[src/rtl/io_port_ctrl.sv]
// Responder for the CPU port instructions WO/RO: a TX FIFO drains CPU writes to an
// external sink, and an RX FIFO buffers words from an external source for CPU reads.
module io_port_ctrl #(
  parameter int WORD     = 8,
  parameter int TX_DEPTH = 4,
  parameter int RX_DEPTH = 4
) (
  input  logic                      clk,
  input  logic                      rst,
  input  logic                      wo_en,
  input  logic [WORD-1:0]           wo_data,
  input  logic                      ro_en,
  output logic [WORD-1:0]           ro_data,
  output logic                      stall,
  output logic [WORD-1:0]           out_data,
  output logic                      out_valid,
  input  logic                      out_ready,
  input  logic [WORD-1:0]           in_data,
  input  logic                      in_valid,
  output logic                      in_ready,
  output logic [$clog2(TX_DEPTH):0] tx_count,
  output logic [$clog2(RX_DEPTH):0] rx_count
);

  localparam int TXP = $clog2(TX_DEPTH);
  localparam int RXP = $clog2(RX_DEPTH);
  localparam logic [TXP:0] TX_FULL_CNT = (TXP + 1)'(TX_DEPTH);
  localparam logic [RXP:0] RX_FULL_CNT = (RXP + 1)'(RX_DEPTH);

  // Handshakes: a word moves on a cycle where valid & ready are both high at the
  // rising edge; valid never drops and data never changes until that happens.

  logic [WORD-1:0] tx_mem [TX_DEPTH];
  logic [TXP-1:0]  tx_wr;
  logic [TXP-1:0]  tx_rd;
  logic            tx_full;
  logic            tx_empty;
  logic            tx_push;
  logic            tx_pop;

  logic [WORD-1:0] rx_mem [RX_DEPTH];
  logic [RXP-1:0]  rx_wr;
  logic [RXP-1:0]  rx_rd;
  logic            rx_full;
  logic            rx_empty;
  logic            rx_push;
  logic            rx_pop;

  assign tx_full  = (tx_count == TX_FULL_CNT);
  assign tx_empty = (tx_count == '0);
  assign rx_full  = (rx_count == RX_FULL_CNT);
  assign rx_empty = (rx_count == '0);

  // Full/empty come only from registered counts, so a same-cycle drain or fill
  // never frees space combinationally and stall has no path from the handshakes.
  assign tx_push   = wo_en & ~tx_full;
  assign out_valid = ~tx_empty;
  assign tx_pop    = out_valid & out_ready;
  assign out_data  = tx_empty ? '0 : tx_mem[tx_rd];

  assign in_ready  = ~rx_full;
  assign rx_push   = in_valid & in_ready;
  assign rx_pop    = ro_en & ~rx_empty;
  assign ro_data   = rx_empty ? '0 : rx_mem[rx_rd];

  assign stall = (wo_en & tx_full) | (ro_en & rx_empty);

  always_ff @(posedge clk) begin
    if (rst) begin
      tx_wr    <= '0;
      tx_rd    <= '0;
      tx_count <= '0;
    end else begin
      if (tx_push) begin
        tx_mem[tx_wr] <= wo_data;
        tx_wr         <= tx_wr + TXP'(1);
      end
      if (tx_pop) tx_rd <= tx_rd + TXP'(1);
      if (tx_push && !tx_pop)      tx_count <= tx_count + (TXP + 1)'(1);
      else if (!tx_push && tx_pop) tx_count <= tx_count - (TXP + 1)'(1);
    end
  end

  always_ff @(posedge clk) begin
    if (rst) begin
      rx_wr    <= '0;
      rx_rd    <= '0;
      rx_count <= '0;
    end else begin
      if (rx_push) begin
        rx_mem[rx_wr] <= in_data;
        rx_wr         <= rx_wr + RXP'(1);
      end
      if (rx_pop) rx_rd <= rx_rd + RXP'(1);
      if (rx_push && !rx_pop)      rx_count <= rx_count + (RXP + 1)'(1);
      else if (!rx_push && rx_pop) rx_count <= rx_count - (RXP + 1)'(1);
    end
  end

endmodule
[config.mk]
export PLATFORM = sky130hd
export DESIGN_NAME = io_port_ctrl
export DESIGN_NICKNAME = d
export VERILOG_FILES = /design/src/rtl/io_port_ctrl.sv
export SDC_FILE = /design/constraint.sdc
export NUM_CORES = 1
export LEC_CHECK = 0
export ABC_AREA = 1
export CORE_MARGIN = 3
export CORE_UTILIZATION = 45
export DETAILED_ROUTE_END_ITERATION = 10
export PLACE_DENSITY = 0.66
export SETUP_SLACK_MARGIN = 0.1
export SLEW_MARGIN = 0
export SYNTH_ARGS = -nofsm -noshare
export SYNTH_HDL_FRONTEND = slang
export SYNTH_SLANG_ARGS = --single-unit
export TNS_END_PERCENT = 10
[constraint.sdc]
create_clock -name clk -period 2.7 [get_ports clk]
set_clock_uncertainty 0.15 [all_clocks]
set_input_delay 0.675 -clock clk [delete_from_list [all_inputs] [get_ports clk]]
set_output_delay 0.675 -clock clk [all_outputs]
set_load 0.01 [all_outputs]
* After elaboration in Yosys (flattened, before gate mapping)
Memory sizes are Yosys's and may differ from the RTL's. A register that Yosys moved wholly into a read port is not among the register bits.
Cells that the tools add are included.
** Storage, ports and cells
- Bits in writable memories :: 64
- Memories :: 2
- Latch bits :: 0
- ROM bits :: 0
- Bits in registers :: 14
- Input port bits :: 22
** Memory list
- rx_mem :: words 4, bits a word 8, rd ports 1, clocked after Yosys merged registers in 1, wr ports 1, line 41 : logic [WORD-1:0] rx_mem [RX_DEPTH];
- tx_mem :: words 4, bits a word 8, rd ports 1, clocked after Yosys merged registers in 1, wr ports 1, line 33 : logic [WORD-1:0] tx_mem [TX_DEPTH];
** Operators by class
- Shift-type cells :: 0
- $lt $le $gt $ge :: 0
- Multipliers :: 0
- Bitwise logic cells :: 11
- $add $sub $neg :: 8
- Reduce and logical (&&, ||, !) cells :: 12
- Muxes and demuxes :: 16
- Equal/unequal tests :: 2
- Divide/modulo/power cells :: 0
** Operators by type and width (count)
- 8-bit two-way mux :: 2
- 3-bit two-way mux :: 4
- 2-bit by 1-bit adder with 2-bit output, second input constant :: 4
- 2-bit two-way mux :: 4
- 3-bit by 1-bit adder with 3-bit output, second input constant :: 2
- 1-bit bitwise AND :: 6
- 3-bit equality test, second input constant :: 2
- 3-bit zero test :: 2
- 1-bit two-way mux :: 6
- 3-bit by 1-bit subtractor with 3-bit output, second input constant :: 2
- 1-bit logical AND :: 4
- 1-bit zero test :: 4
- 1-bit inverter :: 4
- 2-bit nonzero test :: 2
- 1-bit OR :: 1

* Depth between registers and ports, before layout
- Depth after elaboration :: 7
- Depth in mapped cells :: 12
- Gate-level depth less buffers :: 12

* Worst setup path after synthesis
Ideal clock, no wire load.
- Kind :: input to register
- From :: in wo_en
- To :: reg tx_count[2]
- Required time :: 2437 ps
- Stages :: 11
- Data arrival time :: 1745 ps
- Path slack :: 692 ps
- Path buffers :: 0
- Library setup time :: 113 ps
- Cells stage by stage :: inv_1 > a21oi_4 > ha_1 > inv_1 > fa_1 > inv_1 > nand2_1 > nand3_1 > nand2_1 > nand2_1 > nor2_1
** Between the ends
- Word-level cells in the longest chain between the ends :: 4
- Elaborated cells between the ends (all ways) :: 6
** Ends and longest elaborated chain
- start, declared :: line 10 : input logic wo_en,
- 1-bit bitwise AND * :: line 56 : assign tx_push = wo_en & ~tx_full;
- net tx_push :: line 38 : logic tx_push;
- 1-bit zero test :: line 80 : else if (!tx_push && tx_pop) tx_count <= tx_count - (TXP + 1)'(1);
- 1-bit logical AND :: line 80
- 2-bit nonzero test (no source line)
- end signal, assigned :: line 79 : if (tx_push && !tx_pop) tx_count <= tx_count + (TXP + 1)'(1);
- end signal, assigned :: line 80
- end, declared :: line 21 : output logic [$clog2(TX_DEPTH):0] tx_count,
The timed path passes the listed nets; every way through them passes the cells marked *.
A chain may end at the register's enable or synchronous reset.

* Worst setup path after layout
- From :: reg tx_count[0]
- To :: out out_data[3]
** Between the ends
- Word-level cells in the longest chain between the ends :: 2
** Ends and longest elaborated chain
- 3-bit zero test :: line 50 : assign tx_empty = (tx_count == '0);
- 8-bit two-way mux :: line 59 : assign out_data = tx_empty ? '0 : tx_mem[tx_rd];
- end, declared :: line 15 : output logic [WORD-1:0] out_data,
Every way passes these cells.

==> flow_summary.rst <==
.. list-table::
   :header-rows: 1

   * - Metric
     - Value
   * - Avg WL per Cell
     - ~13 um
   * - Number of distinct library cell variants in the gate-level netlist after synthesis
     - 23
   * - I/O pins
     - 47
   * - FF/Latch Area
     - 2290 um2
   * - Layout overhead on the synthesized area
     - 22.8%
   * - Clock root buffer
     - sky130_fd_sc_hd__clkbuf_8
   * - Initial drt markers
     - 131
   * - Maximum fanout count along the critical path
     - 8
   * - Met3 Wirelength
     - 276 um
   * - Power density over cell area
     - 909 nW/um2
   * - Worst hold-check slack
     - 360 ps
   * - Category of the worst setup path capture point
     - output pin
   * - Class of the most critical hold timing path
     - flip-flop to flip-flop
   * - Global-route wire length before repair
     - 10.8 mm
   * - Hold path cells
     - 2
   * - Uppermost layer routed
     - met4
   * - Cell Area, Placed
     - 4180 um2
   * - Synthesis Warnings
     - 0
   * - Starting density of the core
     - 0.475
   * - Post-layout total power
     - between 3 and 4 mW
   * - Worst Hold End
     - tx_rd[1]
   * - Post-synth top area cell
     - sky130_fd_sc_hd__edfxtp_1
   * - Register area share after synthesis
     - 0.645
   * - CTS tree
     - done
   * - Maximum clock frequency
     - 377 MHz
   * - Critical R2R Launch
     - tx_count[0]
   * - Global placement routability congestion
     - 0.720
   * - Cell types with the largest area share after synthesis
     - sky130_fd_sc_hd__edfxtp_1, sky130_fd_sc_hd__dfxtp_1, sky130_fd_sc_hd__nor2_1, sky130_fd_sc_hd__ha_1, sky130_fd_sc_hd__a21oi_1
   * - Number of hold buffers added after cts
     - 0
   * - Antenna diode count
     - 0
   * - Final hold violations
     - 0
   * - CP top delay family
     - buffers and inverters
   * - Cells traversed along the worst timing path
     - nor2_4 -> nand2_4 -> inv_1 -> a21oi_1 -> clkdlybuf4s50_1
   * - Post-Syn Nets
     - 363
   * - Setup slack of the worst register-to-register path
     - 740 ps
   * - Worst Tran Pin Value
     - 320 ps
   * - Area of the multi-input gates
     - 1050 um2
   * - Post-synthesis area per instance
     - 10.8 um2
   * - Number of buffers inserted by port buffering
     - 46
   * - Setup repair after global routing missed its margin
     - yes
   * - Maximum clock path buffer count
     - 2
   * - Status
     - completed
   * - Part of the cycle the worst path needs
     - 0.982
   * - Critical path class
     - flip-flop to output pin
   * - Start point of the critical path
     - tx_count[0]
   * - Crit path max-delay cell type
     - sky130_fd_sc_hd__clkdlybuf4s50_1
   * - Setup-violating endpoint count in the final report
     - 0
   * - Sum of routed wire segments on met1
     - 3.15 mm
   * - Data arrival time at the worst-slack endpoint
     - 1830 ps
   * - Initial antenna violation count
     - 0
   * - Clk slew on worst S/H paths
     - 80 ps
   * - Layout cells sized above 1
     - 0.133
   * - Post-synthesis register bit count
     - 82
   * - Worst setup SP type
     - flip-flop
   * - Net count, final
     - 429
   * - Height of the die
     - 94.7 um
   * - Die Outline Area
     - 8970 um2
   * - Number of H-tree branching levels
     - 3
   * - Summed instance area of the synthesized netlist
     - 3540 um2
   * - Chip Width
     - 94.7 um
   * - CTS sink count
     - 82
   * - Fill count
     - 645
   * - Worst Path Buf+Inv
     - 2
   * - Final cell utilization of the core
     - 0.584
   * - Total wire length after detailed routing
     - 6.59 mm
   * - Count of vias placed by the detailed router
     - between 2000 and 2500
   * - # Post-CTS Setup Buffers
     - 0
   * - Shortest period the worst path allows
     - 2650 ps
   * - Detailed Place HPWL
     - between 4 and 5 mm
   * - Required time at the worst-slack endpoint
     - 1880 ps
   * - Maximum Capacitance Violations
     - 0
   * - Pin count of the biggest net entering global routing
     - 17
   * - DRC violations left
     - 0
   * - First drt pass iteration count
     - 4
   * - Reg-to-reg critical path endpoint
     - tx_count[2]
   * - Max-Slew Margin vs Limit
     - 0.786
   * - Vias per inst
     - 4.74
   * - Most common cell after layout, fill and taps aside
     - sky130_fd_sc_hd__nor2_1
   * - Clock network latency to the later pin of the worst-skew pair
     - 330 ps
   * - Finished Cell Area
     - 4350 um2
   * - Gate Count Post-Synth
     - 329
   * - Post-detailed-route count of antenna-violating nets
     - 0
   * - Highest-count cells in the layout ignoring fill and taps
     - sky130_fd_sc_hd__nor2_1, sky130_fd_sc_hd__edfxtp_1, sky130_fd_sc_hd__clkdlybuf4s50_1
   * - Cell Rows
     - 31
   * - Global-route congestion overflow total
     - 0
   * - Worst path max stage delay
     - roughly 500 ps
   * - Total GRT Usage
     - 0.159
   * - Number of cell instances on the worst register-to-register path
     - 12
   * - Finished Layout Cells
     - 499
   * - Via count of the first global-routing pass
     - about 2400
   * - Max rail drop VDD
     - 0.669 mV
   * - Max-slew violation total from the final report
     - 0
   * - Share of the synthesized area in the top cell type
     - 0.543
   * - CTS buffer count
     - 9
   * - Met2 WL post-DR
     - 3.09 mm
   * - Placeable core region
     - between 7000 and 8000 um2
   * - Static leakage
     - 1.69 nW
   * - Beginning of the worst hold path
     - tx_rd[1]
   * - Placed instance count
     - between 400 and 500
sequential cells by signal, summed over array words and instances (netlist names), named ones only:
name	count
rx_mem	32
tx_mem	32
rx_wr	2
rx_count	3
tx_count	3
tx_rd	2
tx_wr	2
rx_rd	2
worst min-delay path: cells and delay by family (launching register included):
family	cells	cell delay (ps)
AO/OA/AOI/OAI	1	70
flip-flops	1	330
AND/OR/NAND/NOR	1	60
worst max-delay path by stage:
stage / depth (start not counted) / endpoint
detailed placement: 4 / stall
CTS: 5 / out_data[7]
finish: 5 / out_data[3]
floorplan: 11 / tx_count[2]
global placement: 4 / stall
global route: 5 / out_data[0]
synth_stat cells:
library cell and instances:
sky130_fd_sc_hd__o21ai_0 15, sky130_fd_sc_hd__nor2_1 88, sky130_fd_sc_hd__a21boi_4 1, sky130_fd_sc_hd__a21oi_1 22
sky130_fd_sc_hd__a21oi_4 1, sky130_fd_sc_hd__nand2_2 3, sky130_fd_sc_hd__buf_4 5, sky130_fd_sc_hd__nand3b_1 2
sky130_fd_sc_hd__nand2_4 1, sky130_fd_sc_hd__edfxtp_1 64, sky130_fd_sc_hd__nand3_1 8, sky130_fd_sc_hd__inv_1 27
sky130_fd_sc_hd__clkinv_1 1, sky130_fd_sc_hd__buf_6 4, sky130_fd_sc_hd__nor2_4 2, sky130_fd_sc_hd__o21ai_1 20
sky130_fd_sc_hd__inv_2 4, sky130_fd_sc_hd__nor2_2 2, sky130_fd_sc_hd__xor2_1 2, sky130_fd_sc_hd__fa_1 2
sky130_fd_sc_hd__ha_1 10, sky130_fd_sc_hd__nand2_1 27, sky130_fd_sc_hd__dfxtp_1 18
cell families (layout without fill, tap and decap cells):
kind of cell | after synthesis | after routing | share of synthesized area
AOI/OAI and AO/OA | 59 | 59 | 0.0905
xor gates and xnor gates | 2 | 2 | 0.00495
adders and majority gates | 12 | 12 | 0.0467
buffers and inverters | 41 | 112 | 0.0573
DFF | 82 | 82 | 0.645
and+or+nand+nor | 133 | 133 | 0.156
stage by stage:
step | setup slack (ps) | setup TNS (ps)
4_1_cts | 23.8 | 0
2_1_floorplan | 692 | 0
6_report | 47.7 | 0
3_3_place_gp | -26.2 | -26.2
5_1_grt | -31.9 | -56.0
3_5_place_dp | -32.5 | -32.5
report_power, final:
group          switching (mW)  internal [mW]
sequential              0.136           1.51
combinational           0.879          0.693
clock                   0.402          0.326
per-layer routing:
layer,GRT usage,up-vias
met1,0.212,1082
met4,0.0721,0
met2,0.254,51
met5,0,-
met3,0.0279,5
li1,-,1227
what timing repair did:
item | CTS | global route
resized for setup | 20 | 4
hold endpoints to repair | 0 | 0
gates cloned | 0 | 0
setup endpoints to repair | 17 | 6
final cells by class:
| type | instances | share of cell area |
|---|---|---|
| multi-input combinational | 206 | 0.243 |
| timing repair buffer | 64 | 0.136 |
| clock buffer | 10 | 0.0294 |
| clock inverter | 6 | 0.00777 |
| inverter | 32 | 0.0285 |
| sequential | 82 | 0.527 |
| tap | 99 | 0.0285 |
Power figures use the tool's default switching activity.
